File: src/rtl/rc_result_fifo_if.sv
// rc_result_fifo_if: push/pop handshake bundle for rc_result_fifo.
// master : FSM producer plus result reader (drives offers, accepts head).
// slave  : the FIFO itself.
interface rc_result_fifo_if #(
  parameter int DATA_W = 4,
  parameter int ST_W   = 2
);
  logic [DATA_W-1:0]      rc_in;
  logic [ST_W-1:0]        state_in;
  logic                   in_valid;
  logic                   in_ready;
  logic [ST_W+DATA_W-1:0] out_data;
  logic                   out_valid;
  logic                   out_ready;

  modport master (
    output rc_in, state_in, in_valid, out_ready,
    input  in_ready, out_data, out_valid
  );

  modport slave (
    input  rc_in, state_in, in_valid, out_ready,
    output in_ready, out_data, out_valid
  );
endinterface

File: src/rtl/rc_result_fifo.sv
// rc_result_fifo: captures {present_state, RC} pairs from the datapath FSM
// into a small first-word-fall-through FIFO for a slower result reader.
// Fill state is tracked by a three-process EMPTY/PARTIAL/FULL FSM, and a
// sticky overflow bit records any offer refused while FULL.
// Optional build macro: RC_FIFO_CHECKSUM_EN adds a running checksum output
// (sum of popped rc fields modulo 2^DATA_W).
module rc_result_fifo #(
  parameter int DATA_W = 4,
  parameter int ST_W   = 2,
  parameter int DEPTH  = 4,
  parameter int CNT_W  = 3
) (
  input  logic                clk,
  input  logic                reset,
  input  logic                clear,
  rc_result_fifo_if.slave     bus,
  output logic [CNT_W-1:0]    count,
  output logic [1:0]          fill_state,
  output logic                overflow
`ifdef RC_FIFO_CHECKSUM_EN
  ,
  output logic [DATA_W-1:0]   checksum
`endif
);

  localparam int PTR_W = (DEPTH > 1) ? $clog2(DEPTH) : 1;
  localparam int ENT_W = ST_W + DATA_W;

  localparam logic [1:0] ST_EMPTY   = 2'b00;
  localparam logic [1:0] ST_PARTIAL = 2'b01;
  localparam logic [1:0] ST_FULL    = 2'b10;

  logic [ENT_W-1:0] r_mem [DEPTH];
  logic [PTR_W-1:0] r_rd_ptr;
  logic [PTR_W-1:0] r_wr_ptr;
  logic [CNT_W-1:0] r_count;
  logic [CNT_W-1:0] w_count_next;
  logic [1:0]       r_state;
  logic [1:0]       w_state_next;
  logic             r_overflow;
  logic             w_in_ready;
  logic             w_out_valid;
  logic             w_push;
  logic             w_pop;

  // Handshake qualifiers; a flush suppresses both transfers in its cycle.
  always_comb begin
    w_push = bus.in_valid & w_in_ready  & ~clear;
    w_pop  = w_out_valid  & bus.out_ready & ~clear;
  end

  // Occupancy after this edge, used both for the count register and the FSM.
  always_comb begin
    w_count_next = r_count;
    if (clear) begin
      w_count_next = {CNT_W{1'b0}};
    end else begin
      case ({w_push, w_pop})
        2'b10:   w_count_next = r_count + CNT_W'(1);
        2'b01:   w_count_next = r_count - CNT_W'(1);
        default: w_count_next = r_count;
      endcase
    end
  end

  // Fill FSM state register.
  always_ff @(posedge clk or negedge reset) begin
    if (!reset) begin
      r_state <= ST_EMPTY;
    end else begin
      r_state <= w_state_next;
    end
  end

  // Fill FSM next-state logic, driven by the next occupancy.
  always_comb begin
    w_state_next = r_state;
    if (clear) begin
      w_state_next = ST_EMPTY;
    end else begin
      case (r_state)
        ST_EMPTY: begin
          if (w_push) begin
            w_state_next = ST_PARTIAL;
          end else begin
            w_state_next = ST_EMPTY;
          end
        end
        ST_PARTIAL: begin
          if (w_count_next == CNT_W'(DEPTH)) begin
            w_state_next = ST_FULL;
          end else if (w_count_next == {CNT_W{1'b0}}) begin
            w_state_next = ST_EMPTY;
          end else begin
            w_state_next = ST_PARTIAL;
          end
        end
        ST_FULL: begin
          if (w_pop) begin
            w_state_next = ST_PARTIAL;
          end else begin
            w_state_next = ST_FULL;
          end
        end
        default: w_state_next = ST_EMPTY;
      endcase
    end
  end

  // Fill FSM outputs: handshake readiness decoded from the registered state.
  always_comb begin
    w_in_ready  = (r_state != ST_FULL);
    w_out_valid = (r_state != ST_EMPTY);
  end

  // Pointers, occupancy and sticky overflow.
  always_ff @(posedge clk or negedge reset) begin
    if (!reset) begin
      r_rd_ptr   <= {PTR_W{1'b0}};
      r_wr_ptr   <= {PTR_W{1'b0}};
      r_count    <= {CNT_W{1'b0}};
      r_overflow <= 1'b0;
    end else if (clear) begin
      r_rd_ptr   <= {PTR_W{1'b0}};
      r_wr_ptr   <= {PTR_W{1'b0}};
      r_count    <= {CNT_W{1'b0}};
      r_overflow <= 1'b0;
    end else begin
      r_count <= w_count_next;
      if (w_push) begin
        r_wr_ptr <= r_wr_ptr + PTR_W'(1);
      end else begin
        r_wr_ptr <= r_wr_ptr;
      end
      if (w_pop) begin
        r_rd_ptr <= r_rd_ptr + PTR_W'(1);
      end else begin
        r_rd_ptr <= r_rd_ptr;
      end
      if (bus.in_valid && (r_state == ST_FULL)) begin
        r_overflow <= 1'b1;
      end else begin
        r_overflow <= r_overflow;
      end
    end
  end

  // Storage write; contents need no reset since out_valid gates the head.
  always_ff @(posedge clk) begin
    if (w_push) begin
      r_mem[r_wr_ptr] <= {bus.state_in, bus.rc_in};
    end
  end

`ifdef RC_FIFO_CHECKSUM_EN
  logic [DATA_W-1:0] r_checksum;

  // Running sum of the rc field of every popped entry.
  always_ff @(posedge clk or negedge reset) begin
    if (!reset) begin
      r_checksum <= {DATA_W{1'b0}};
    end else if (clear) begin
      r_checksum <= {DATA_W{1'b0}};
    end else if (w_pop) begin
      r_checksum <= r_checksum + r_mem[r_rd_ptr][DATA_W-1:0];
    end else begin
      r_checksum <= r_checksum;
    end
  end

  assign checksum = r_checksum;
`endif

  assign bus.in_ready  = w_in_ready;
  assign bus.out_valid = w_out_valid;
  assign bus.out_data  = r_mem[r_rd_ptr];
  assign count         = r_count;
  assign fill_state    = r_state;
  assign overflow      = r_overflow;

endmodule

File: src/flat_wrapper.sv
// flat-port wrapper written by rule: the top's interface ports become plain ports
module rc_result_fifo_flat 
#(
  parameter int DATA_W = 4,
  parameter int ST_W   = 2,
  parameter int DEPTH  = 4,
  parameter int CNT_W  = 3
)
  (clk, reset, clear, count, fill_state, overflow, bus_rc_in, bus_state_in, bus_in_valid, bus_out_ready, bus_in_ready, bus_out_data, bus_out_valid);
  rc_result_fifo_if #(.DATA_W(DATA_W), .ST_W(ST_W)) bus_i ();
  input  logic clk;
  input  logic reset;
  input  logic clear;
  output logic [CNT_W-1:0] count;
  output logic [1:0] fill_state;
  output logic overflow;
  input wire logic [$bits(bus_i.rc_in)-1:0] bus_rc_in;
  input wire logic [$bits(bus_i.state_in)-1:0] bus_state_in;
  input wire logic [$bits(bus_i.in_valid)-1:0] bus_in_valid;
  input wire logic [$bits(bus_i.out_ready)-1:0] bus_out_ready;
  output wire logic [$bits(bus_i.in_ready)-1:0] bus_in_ready;
  output wire logic [$bits(bus_i.out_data)-1:0] bus_out_data;
  output wire logic [$bits(bus_i.out_valid)-1:0] bus_out_valid;
  assign bus_i.rc_in = bus_rc_in;
  assign bus_i.state_in = bus_state_in;
  assign bus_i.in_valid = bus_in_valid;
  assign bus_i.out_ready = bus_out_ready;
  assign bus_in_ready = bus_i.in_ready;
  assign bus_out_data = bus_i.out_data;
  assign bus_out_valid = bus_i.out_valid;
  rc_result_fifo #(.DATA_W(DATA_W), .ST_W(ST_W), .DEPTH(DEPTH), .CNT_W(CNT_W)) u_core (.clk(clk), .reset(reset), .clear(clear), .bus(bus_i), .count(count), .fill_state(fill_state), .overflow(overflow));
endmodule
File: config.mk
export PLATFORM = sky130hd
export DESIGN_NAME = rc_result_fifo_flat
export DESIGN_NICKNAME = d
export VERILOG_FILES = /design/src/rtl/rc_result_fifo_if.sv /design/src/rtl/rc_result_fifo.sv /design/src/flat_wrapper.sv
export SDC_FILE = /design/constraint.sdc
export NUM_CORES = 1
export LEC_CHECK = 0
export BUFFER_PORTS_ARGS = -buffer_cell sky130_fd_sc_hd__buf_2
export CELL_PAD_IN_SITES_DETAIL_PLACEMENT = 1
export CELL_PAD_IN_SITES_GLOBAL_PLACEMENT = 2
export CORE_MARGIN = 1
export CORE_UTILIZATION = 39
export CTS_CLUSTER_DIAMETER = 80
export DETAILED_ROUTE_END_ITERATION = 7
export PLACE_DENSITY = 0.81
export SLEW_MARGIN = 30
export SYNTH_ARGS = -nofsm -noshare
export SYNTH_HDL_FRONTEND = slang
export SYNTH_SLANG_ARGS = --single-unit
File: constraint.sdc
create_clock -name clk -period 2.3 [get_ports clk]
set_input_delay 0.115 -clock clk [delete_from_list [all_inputs] [get_ports clk]]
set_output_delay 0.115 -clock clk [all_outputs]
set_load 0.01 [all_outputs]
## Yosys cells after proc, flatten, opt, wreduce, memory -nomap -nowiden

Memory sizes are Yosys's and may differ from the RTL's.
Index checks and enable logic that the tools add are counted.

| storage, ports and cells | value |
|---|---|
| output and inout bits | 14 |
| memory bits (writable) | 24 |
| memories | 1 |
| logic and storage cells | 45 |
| bits in registers | 10 |

Memory list:

| name | words | width | rd ports | clocked after memory_dff | wr ports | RTL line | text |
|---|---|---|---|---|---|---|---|
| u_core.r_mem | 4 | 6 | 1 | 0 | 1 | rc_result_fifo.sv:33 | `logic [ENT_W-1:0] r_mem [DEPTH];` |

| cells by class | value |
|---|---|
| add/sub/neg operators | 4 |
| bitwise logic cells | 5 |
| reduce and logical (&&, ||, !) cells | 7 |
| mux-type cells | 17 |
| equal/unequal tests | 6 |

Operators by type and width:

| kind | number |
|---|---|
| $mux W2 | 7 |
| $reduce_bool A2 Y1 | 4 |
| $mux W1 | 6 |
| $mux W3 | 2 |
| $pmux W2 S3 | 1 |
| $pmux W3 S2 | 1 |
| $add A2 B1 Y2 const B | 2 |
| $and A1 B1 Y1 | 4 |
| $eq A2 B1 Y1 const B | 2 |
| $eq A2 B2 Y1 const B | 2 |
| $add A3 B1 Y3 const B | 1 |
| $eq A3 B3 Y1 const B | 1 |
| $logic_not A3 Y1 | 1 |
| $sub A3 B1 Y3 const B | 1 |
| $logic_not A2 Y1 | 1 |
| $ne A2 B2 Y1 const B | 1 |
| $logic_and A1 B1 Y1 | 1 |
| $not A1 Y1 | 1 |

## Logic depth before layout (Yosys ltp)

Gate-level depths: netlist of the first run.

| logic depth | value |
|---|---|
| depth in word-level cells | 11 |
| mapped depth | 10 |
| depth with buffers taken out | 10 |

## Worst setup path before layout of the first run

Ideal clock, no wire load.

| timing | value |
|---|---|
| kind | register -> register |
| from | register u_core.r_state[0] (netlist: u_core.fill_state[0]) |
| to | register u_core.r_state[1] (netlist: u_core.fill_state[1]) |
| data arrival time | 2.088 ns |
| path buffers | 0 |
| slack | 0.086 ns |
| library setup time | 0.125 ns |
| cell stages (with the launch flop) | 11 |
| clock period less this slack | 2.214 ns |
| required time | 2.175 ns |
| cells stage by stage | dfrtp_1 > nand2b_1 > nand2_2 > nor2_4 > inv_1 > ha_1 > fa_1 > nor3b_2 > a211o_1 > nand2b_1 > o31ai_2 |

| on the way | value |
|---|---|
| longest elaborated chain between the ends | 10 |
| elaborated cells between the ends (all ways) | 18 |

Ends and longest elaborated chain:

| element | RTL line | text |
|---|---|---|
| from (decl) | rc_result_fifo.sv:38 | `logic [1:0] r_state;` |
| from (signal assigned) | rc_result_fifo.sv:71 | `r_state <= w_state_next;` |
| $ne A2 B2 Y1 (*) | rc_result_fifo.sv:112 | `w_in_ready = (r_state != ST_FULL);` |
| via bus_in_ready | flat_wrapper.sv:21 | `output wire logic [$bits(bus_i.in_ready)-1:0] bus_in_ready;` |
| $and A1 B1 Y1 (*) (2 in series) | rc_result_fifo.sv:48 | `w_push = bus.in_valid & w_in_ready & ~clear;` |
| $eq A2 B1 Y1 or $eq A2 B2 Y1 (tied branches) | rc_result_fifo.sv:58 | `case ({w_push, w_pop})` |
| $pmux W3 S2 (*) | rc_result_fifo.sv:58 |  |
| $mux W3 (*) | rc_result_fifo.sv:55 | `if (clear) begin` |
| $eq A3 B3 Y1 (*) | rc_result_fifo.sv:90 | `if (w_count_next == CNT_W'(DEPTH)) begin` |
| $mux W2 (*) | rc_result_fifo.sv:90 |  |
| $pmux W2 S3 (*) | rc_result_fifo.sv:81 | `case (r_state)` |
| $mux W2 (*) | rc_result_fifo.sv:78 | `if (clear) begin` |
| via u_core.w_state_next[1] | rc_result_fifo.sv:39 | `logic [1:0] w_state_next;` |

Mark *: on every way through the listed nets, which the timed path passes. The rest lies on a longest branch.
A chain may end at the register's enable or synchronous reset.

## Worst setup path after layout of the first run

| timing | value |
|---|---|
| from | register u_core.r_state[1] (netlist: u_core.fill_state[1]) |
| to | register u_core.r_state[1] (netlist: u_core.fill_state[1]) |

| on the way | value |
|---|---|
| longest elaborated chain between the ends | 10 |
| elaborated cells between the ends (all ways) | 18 |

Ends and longest elaborated chain:

| element | RTL line |
|---|---|
| $ne A2 B2 Y1 or $reduce_bool A2 Y1 (tied branches) | rc_result_fifo.sv:112, rc_result_fifo.sv:113 |
| $and A1 B1 Y1 (on tied branches) (2 in series) | rc_result_fifo.sv:48, rc_result_fifo.sv:49 |
| $eq A2 B1 Y1 or $eq A2 B2 Y1 (tied branches) | rc_result_fifo.sv:58 |
| $pmux W3 S2 | rc_result_fifo.sv:58 |
| $mux W3 | rc_result_fifo.sv:55 |
| $eq A3 B3 Y1 | rc_result_fifo.sv:90 |
| $mux W2 | rc_result_fifo.sv:90 |
| $pmux W2 S3 (*) | rc_result_fifo.sv:81 |
| $mux W2 (*) | rc_result_fifo.sv:78 |
| via u_core.w_state_next[1] | rc_result_fifo.sv:39 |

Marks and branches as above.

==> results_dict.tcl, run 1 <==
set metrics [dict create \
    dp.final_hpwl_mm 1.95 \
    finalHoldViolations 0 \
    clock-root-buffer "clkbuf_8" \
    yosysMostFrequentCell "edfxtp_1" \
    grt_start_max_net_pins 12 \
    ir_drop_v 0.000377 \
    required_ns 2.50 \
    setup_viol 0 \
    synth_top_family_by_area "multiplexers" \
    drc 0 \
    syn2layout_area_growth_pct 19.6 \
    antennaDiodeCount 0 \
    max_clock_freq_ghz 0.461 \
    h-tree-depth 2 \
    fp-row-count 22 \
    postPlaceCellArea_sq_um 1660 \
    ioPinCount 25 \
    nets 142 \
    syn_avg_cell_area_sq_um 16.1 \
    slew_viol_final 0 \
    maxSlewHeadroom_pct 67.7 \
    dr.pass1.iters 4 \
    via_per_inst 4.83 \
    synthMuxAreaShare_pct 10.5 \
    outcome "complete, no violations" \
    tightest_slew_ns 0.484 \
    ys_types 28 \
    crit_path_max_fanout 3 \
    synth_nets 109 \
    cp-end-kind "flip-flop" \
    synth_area_sq_um 1480 \
    post-route-cell-area_sq_um 1770 \
    first_global_vias 925 \
    synthTopCellsByCount "24 x edfxtp_1, 10 x dfrtp_1, 9 x nor2_1" \
    start_util_pct 40.5 \
    clkTransAtPathRegs_ns 0.07 \
    grt.busiest_layer "met2" \
    clk_latency_ns 0.28 \
    use_met2_pct 26.7 \
    globalRouteMet3Util_pct 5.43 \
    gp_congestion 0.680 \
    port_buffers 24 \
    ys.flop_type "edfxtp_1" \
    p_leak_nw 0.699 \
    synth_edf_count 24 \
    cts_buffers 5 \
    synth-xor-area-share_pct 3.55 \
    antenna_found_initial 0 \
    powerDensity_nw_per_um2 710 \
    finalWirelength_mm 2.65 \
    crit_type "reg2reg" \
    vias 841 \
    skew_ns 0.00752 \
    synth-simple-area-share_pct 9.71 \
    core_sq_um 3660 \
    clock_sinks 34 \
    die_h_microns 63.6 \
    synthTopCellsByArea "edfxtp_1 49%, dfrtp_1 17%, mux4_2 9.1%" \
    ys_seq_area_share_pct 65.5 \
    yosysTopAreaCell "edfxtp_1" \
    fin_crit_sh_pct 94.3 \
    n_fill_cell 381 \
    rsz0062_at_grt "no" \
    synth_top_area_share_pct 48.6 \
    synth_fa_ha_area_share_pct 5.57 \
    start_kind "flip-flop" \
    dieArea_sq_um 4050 \
    grt_pass1_wl_mm 4.49 \
    finalCriticalPeriod_ns 2.17 \
    setup_tns_ns 0 \
    wl_per_cell_microns 15.2 \
    grt_overflow 0 \
    die_w_microns 63.6 \
    met1_usage_pct 17.3 \
    drtIter0Drc 28 \
    cts_tree "done" \
    synth-compound-area-share_pct 2.79 \
    cts_max_path_buffers 2 \
    postRouteAntennaNets 0 \
    hold_path.class "in2reg" \
    cap_violations 0 \
    synth_seq_cells 34 \
    grt_usage_pct 15.5 \
    cp.arrival_ns 2.37 \
    yosys_warnings 0 \
    drive_above_1_share_pct 38.1 \
    syn_inst 92 \
    async_flop_share_pct 29.4 \
]
cells in the final DEF, fill, tap and decap left out, types with 4 or more instances in the layout:
| cell type | netlist | final |
|---|---|---|
| and2_1 | 4 | 4 |
| buf_2 | 1 | 24 |
| buf_4 | 0 | 4 |
| clkbuf_8 | 0 | 5 |
| dfrtp_1 | 10 | 10 |
| edfxtp_1 | 24 | 24 |
| ha_1 | 5 | 5 |
| inv_1 | 4 | 4 |
| mux4_2 | 6 | 6 |
| nor2_1 | 9 | 9 |
worst max-delay path, stage by stage (launching register included):
cell and delay (ns):
dfrtp_1 0.41, or2_4 0.27, nand2_2 0.08, nor2_1 0.04, ha_1 0.23, fa_1 0.48
nor3b_2 0.18, a211o_1 0.15, nand2b_1 0.08, o31ai_2 0.16
layer usage:
metal / part of all wire (%) / wire length [microns]
met1: 39 / 1040
met2: 55 / 1470
met3: 4.2 / 110
met4: 1.3 / 34
met5: 0 / 0
stage by stage:
step                util, %  power (mW)  setup slack, ns  hold slack [ns]  std cells
floorplan                 -       0.799           0.0865           -0.181         92
global placement       45.5       0.847            0.116          -0.0122        164
detailed placement     45.5       0.855           0.0387          -0.0116        164
CTS                    48.1        1.27           0.0423           0.0429        173
global route           48.4        1.32          0.00361           0.0431        174
finish                 48.4        1.26            0.130           0.0539        174
sequential cells by signal, summed over array words and instances (netlist names):
name	count
u_core.fill_state	2
u_core.r_mem	24
u_core.count	3
u_core.r_wr_ptr	2
u_core.r_rd_ptr	2
u_core.overflow	1
worst paths after layout:
path                                      start                   end  slack [ns]  depth (start not counted)
max in group asynchronous                 reset    u_core.r_rd_ptr[1]        1.87                          2
max                        u_core.fill_state[1]  u_core.fill_state[1]        0.13                          9
min reg2reg                     u_core.overflow       u_core.overflow        0.50                          2
min in group asynchronous                 reset  u_core.fill_state[0]        0.23                          2
min                                bus_rc_in[3]    u_core.r_mem[0][3]        0.05                          1
max reg2reg                u_core.fill_state[1]  u_core.fill_state[1]        0.13                          9
final cells by class:
cell class                 count  area [sq um]  share of cell area, %
sequential                    34           971                   54.8
multi-input combinational     51           480                   27.1
clock inverter                 3          16.3                  0.918
timing repair buffer          29           160                   9.04
inverter                       4          15.0                  0.847
tap                           48          60.1                   3.39
clock buffer                   5          68.8                   3.88
logic make-up (layout without fill, tap and decap cells):
family,Yosys count,after routing
buffers and inverters,7,41
multiplexers,8,8
AND/OR/NAND/NOR,26,26
XOR/XNOR,6,6
flip-flops,34,34
adder cells (fa/ha/maj),6,6
AO/OA/AOI/OAI,5,5
timing repair:
| action | in CTS | in global routing |
|---|---|---|
| endpoints found under the hold margin | 10 | 0 |
| hold buffers | 1 | 0 |
| gates resized for setup | 0 | 2 |
| setup endpoints to repair | 0 | 2 |
| buffers inserted | 0 | 1 |
where the power goes:
group,switching (mW),internal [mW],total (mW)
Sequential,0.0202,0.681,0.701
Combinational,0.0742,0.0694,0.144
Clock,0.206,0.207,0.413
Total,0.301,0.957,1.26
(Power assumes the default switching activity.)
==> inputs of run 2 (changes only) <==
--- a/config.mk
+++ b/config.mk
@@ -12,7 +12,7 @@
 export CORE_UTILIZATION = 39
 export CTS_CLUSTER_DIAMETER = 80
 export DETAILED_ROUTE_END_ITERATION = 7
-export PLACE_DENSITY = 0.81
+export PLACE_DENSITY = 0.82
 export SLEW_MARGIN = 30
 export SYNTH_ARGS = -nofsm -noshare
 export SYNTH_HDL_FRONTEND = slang
==> run 2 against run 1 <==
Wire length shrank 0.57%. Design area up 2.8%. Register-to-register slack better by 0.05 ns. Critical endpoint unchanged. Largest cell class unchanged.
==> results_dict.tcl, run 2 (synthesis gave the netlist of run 1 again) <==
set metrics [dict create \
    crit_path_max_fanout 3 \
    maxSlewHeadroom_pct 67.7 \
    top_register "u_core.r_mem" \
    crit_start "u_core.fill_state[1]" \
    combPwrFrac_pct 10.8 \
    hold_path.class "in2reg" \
    drc 0 \
    p_leak_nw 0.727 \
    postRouteAntennaNets 0 \
    antennaDiodeCount 0 \
    slew_viol_final 0 \
    endpoint "u_core.fill_state[1]" \
    reg2reg_to "u_core.fill_state[1]" \
    first_global_vias 877 \
    gp_congestion 0.706 \
    crit_type "reg2reg" \
    cts_buffers 5 \
    cp-end-kind "flip-flop" \
    finalWirelength_mm 2.63 \
    multiInputGateArea_sq_um 498 \
    clkTransAtPathRegs_ns 0.07 \
    largest_register_ffs 24 \
    setup_slack_ns 0.182 \
    switchingPower_uw 303 \
    clk_latency_ns 0.28 \
    drtIter0Drc 28 \
    pre_cts_slack_ns 0.0525 \
    powerDensity_nw_per_um2 755 \
    clkPwrFrac_pct 38.2 \
    start_kind "flip-flop" \
    wl_per_cell_microns 15.1 \
    die_h_microns 63.6 \
    dp.final_hpwl_mm 1.93 \
    rr_worst_depth 9 \
    r2r-start "u_core.fill_state[1]" \
    internal-power_mw 1.07 \
    rsz0062_at_grt "no" \
    fin_crit_sh_pct 92.1 \
    ioPinCount 25 \
    cts_max_path_buffers 2 \
    final_cell_mix "24 x buf_2, 24 x edfxtp_1, 10 x dfrtp_1" \
    clock-root-buffer "clkbuf_8" \
    reg2reg_slack_ns 0.18 \
    vias 833 \
    max_clock_freq_ghz 0.472 \
    drive_above_1_share_pct 40.9 \
    setup_tns_ns 0 \
    start_util_pct 40.5 \
    cts_tree "done" \
    h-tree-depth 2 \
    die_w_microns 63.6 \
    dr.pass1.iters 4 \
    grt_usage_pct 14.5 \
    p_seq_share_pct 51.0 \
    clock_sinks 34 \
    cap_violations 0 \
    outcome "complete, no violations" \
    fp-row-count 22 \
    required_ns 2.50 \
    antenna_found_initial 0 \
    register_area_sq_um 971 \
    finalCriticalPeriod_ns 2.12 \
    grt_start_max_net_pins 12 \
    grt_pass1_wl_mm 4.20 \
    ir_drop_v 0.000387 \
    nets 143 \
    dieArea_sq_um 4050 \
    core_sq_um 3660 \
    tightest_slew_ns 0.485 \
    setup_viol 0 \
    via_per_inst 4.76 \
    n_fill_cell 373 \
    grt_overflow 0 \
    port_buffers 24 \
    skew_ns 0.0110 \
    cp.arrival_ns 2.32 \
    syn2layout_area_growth_pct 22.9 \
    swShare_pct 22.0 \
    finalHoldViolations 0 \
]
## run 2: through the flow
| stage | util (%) | std cells | instance area, sq um | total power, mW | hold slack (ns) |
|---|---|---|---|---|---|
| floorplan | - | 92 | 1480 | 0.799 | -0.181 |
| global placement | 45.5 | 164 | 1660 | 0.847 | -0.0116 |
| detailed placement | 45.5 | 164 | 1660 | 0.854 | -0.0149 |
| CTS | 48.7 | 173 | 1780 | 1.38 | 0.0406 |
| global route | 49.7 | 175 | 1820 | 1.43 | 0.0421 |
| finish | 49.7 | 175 | 1820 | 1.37 | 0.0531 |
## run 2: critical path, stage by stage, from the launching register on
cell      delay [ns]
dfrtp_1         0.41
or2_4           0.29
nand2_4         0.06
nor2_1          0.06
ha_4            0.17
fa_1            0.48
nor3b_2         0.17
a211o_1         0.15
nand2b_1        0.08
o31ai_2         0.17
## run 2: how the worst min path moves through the flow
| stage | endpoint | startpoint | depth (start not counted) | slack (ns) |
|---|---|---|---|---|
| after floorplan | u_core.count[0] | reset | 0 | -0.18 |
| after CTS | u_core.r_mem[2][5] | bus_state_in[1] | 1 | 0.04 |
| final | u_core.r_mem[0][3] | bus_rc_in[3] | 1 | 0.05 |
| after detailed placement | u_core.overflow | reset | 1 | -0.01 |
| after global placement | u_core.overflow | reset | 1 | -0.01 |
| after global routing | u_core.r_mem[2][5] | bus_state_in[1] | 1 | 0.04 |
## run 2: what timing repair did
| action | CTS | global route |
|---|---|---|
| endpoints found under the hold margin | 10 | 0 |
| gates resized for setup | 0 | 6 |
| hold buffers | 1 | 0 |
| buffers inserted | 0 | 2 |
| endpoints found under the setup margin | 0 | 3 |
## run 2: final cells by class
class                   count  area share, %
clock inverters             3           2.20
repair buffers             30           9.21
clock buffers               5           3.78
flip-flops and latches     34           53.3
inverters                   4          0.825
well taps                  48           3.30
multi-input cells          51           27.4
## run 2: per-layer routing
layer | vias to the layer above | GRT usage (%) | wire (microns)
met2 | 18 | 24.2 | 1380
li1 | 396 | - | -
met1 | 415 | 16.3 | 1090
met3 | 4 | 4.53 | 134
met4 | 0 | 7.67 | 33
met5 | - | 0 | 0
## run 2: power by group through the flow
stage               registers (mW)  logic [mW]  clock network [mW]
floorplan                    0.708      0.0903                   0
global placement             0.714       0.133                   0
global route                 0.704       0.165               0.557
CTS                          0.703       0.140               0.535
detailed placement           0.716       0.138                   0
finish                       0.701       0.148               0.525
==> inputs of run 3 (changes only) <==
--- a/config.mk
+++ b/config.mk
@@ -12,6 +12,7 @@
 export CORE_UTILIZATION = 39
 export CTS_CLUSTER_DIAMETER = 80
 export DETAILED_ROUTE_END_ITERATION = 7
+export GPL_TIMING_DRIVEN = 0
 export PLACE_DENSITY = 0.82
 export SLEW_MARGIN = 30
 export SYNTH_ARGS = -nofsm -noshare
==> run 3 against run 2 <==
Wire length increased by 3.1%. First-iteration DRC count increased by 64%. Combinational power increased by 4%. Sequential power decreased by 0.7%. Die area unchanged. Clock power decreased by 20%. Critical path depth unchanged. Design area decreased by 0.62%. Maximum frequency decreased by 3.1%. Global-route usage increased by 1.3 points. Sequential cell count unchanged. Final cell count increased by 1.1%.
==> results_dict.tcl, run 3 (synthesis gave the netlist of run 1 again) <==
set metrics [dict create \
    outcome "complete, no violations" \
    setup_tns_ns 0 \
    fp-row-count 22 \
    clkTransAtPathRegs_ns 0.07 \
    maxSlewHeadroom_pct 68.6 \
    top_register "u_core.r_mem" \
    critical-path-max-stage-delay_ns 0.48 \
    setup_viol 0 \
    final_common_cell "buf_2" \
    gp_congestion 0.675 \
    die_w_microns 63.6 \
    dr.pass1.iters 3 \
    ioPinCount 25 \
    cap_violations 0 \
    wl_per_cell_microns 15.3 \
    clk_latency_ns 0.28 \
    antennaDiodeCount 0 \
    cts_max_path_buffers 2 \
    vias 858 \
    drtIter0Drc 46 \
    crit_type "reg2reg" \
    core_sq_um 3660 \
    total_power_mw 1.27 \
    crit_path_max_fanout 6 \
    nets 145 \
    ir_drop_v 0.000365 \
    required_ns 2.49 \
    skew_ns 0.00509 \
    slew_viol_final 0 \
    antenna_found_initial 0 \
    cts_tree "done" \
    via_per_inst 4.85 \
    clock_sinks 34 \
    largest_register_ffs 24 \
    hold_path.class "in2reg" \
    postRouteAntennaNets 0 \
    grt_start_max_net_pins 12 \
    fin_cells 177 \
    dp.final_hpwl_mm 1.91 \
    finalHoldViolations 0 \
    dieArea_sq_um 4050 \
    drc 0 \
    start_util_pct 40.5 \
    finalWirelength_mm 2.72 \
    post-place-cells 164 \
    first_global_vias 904 \
    grt_usage_pct 15.8 \
    cp_cell_sequence "or2_4, nand2_2, nor2_1, ha_2, fa_1, nor3b_2, a211o_1, nand2b_1, o31ai_2" \
    max_clock_freq_ghz 0.457 \
    port_buffers 24 \
    fin_crit_sh_pct 95.1 \
    tightest_slew_ns 0.471 \
    finalCriticalPeriod_ns 2.19 \
    final_cell_mix "25 x buf_2, 24 x edfxtp_1, 9 x nor2_1" \
    powerDensity_nw_per_um2 701 \
    cp-end-kind "flip-flop" \
    clock-root-buffer "clkbuf_8" \
    grt_pass1_wl_mm 4.46 \
    start_kind "flip-flop" \
    slowest_stage "fa_1" \
    die_h_microns 63.6 \
    drive_above_1_share_pct 41.9 \
    rsz0062_at_grt "no" \
    cp.arrival_ns 2.38 \
    p_leak_nw 0.709 \
    cts_buffers 5 \
    grt_overflow 0 \
    h-tree-depth 2 \
    syn2layout_area_growth_pct 22.1 \
]
[run 3: cell count changes in the layout (fill, tap and decap cells not counted), sizes merged]
cell and delta:
clkinvlp +1, clkbuf +1, bufinv -1, buf +1
[run 3: layout make-up]
cell class / instances / area (sq um)
plain buffers: 3 / 20.0
clock buffers: 5 / 68.8
clock inverters: 3 / 16.3
fillers: 386 / 1850
inverters: 4 / 15.0
multi-input cells: 51 / 495
flip-flops and latches: 34 / 973
well taps: 48 / 60.1
repair buffers: 29 / 160
[run 3: worst max-delay path: cells and delay by family (launching register included)]
kind | cells | cell delay (ns)
AOI/OAI and AO/OA | 2 | 0.32
adders and majority gates | 2 | 0.69
DFF | 1 | 0.44
and+or+nand+nor | 5 | 0.64
[run 3: per-stage QoR]
stage | cell area [sq um] | hold WS (ns) | utilization, % | setup slack (ns)
floorplan | 1480 | -0.181 | - | 0.0865
global placement | 1660 | -0.0108 | 45.4 | 0.0505
detailed placement | 1660 | -0.00228 | 45.4 | 0.0147
CTS | 1770 | 0.0365 | 48.4 | 0.0309
global route | 1810 | 0.0430 | 49.4 | 0.00547
finish | 1810 | 0.0461 | 49.4 | 0.114
[run 3: worst paths after layout]
path | startpoint | end | slack, ns | depth (start not counted)
min in group asynchronous | reset | u_core.fill_state[0] | 0.23 | 2
worst max register to register | u_core.fill_state[0] | u_core.fill_state[1] | 0.11 | 9
worst min register to register | u_core.overflow | u_core.overflow | 0.50 | 2
worst min-delay path | bus_state_in[1] | u_core.r_mem[3][5] | 0.05 | 1
max in group asynchronous | reset | u_core.fill_state[1] | 1.85 | 2
worst max-delay path | u_core.fill_state[0] | u_core.fill_state[1] | 0.11 | 9
[run 3: power breakdown]
part | switching, mW | total, mW | internal (mW)
combinational | 0.0810 | 0.154 | 0.0727
clock | 0.211 | 0.418 | 0.207
sequential | 0.0150 | 0.696 | 0.681
[run 3: timing repair]
item / 4_1_cts / 5_1_grt
endpoints found under the setup margin: 1 / 3
resized for setup: 2 / 5
hold buffers: 1 / 0
setup buffers: 1 / 3
pin swaps: 0 / 5
hold endpoints to repair: 10 / 0
[run 3: metal layers]
| metal | track usage [%] | vias up | wire length [microns] |
|---|---|---|---|
| met2 | 24.2 | 16 | 1400 |
| met4 | 8.24 | 0 | 70 |
| met3 | 6.34 | 8 | 111 |
| met1 | 19.0 | 431 | 1140 |
| li1 | - | 403 | - |
| met5 | 0 | - | 0 |
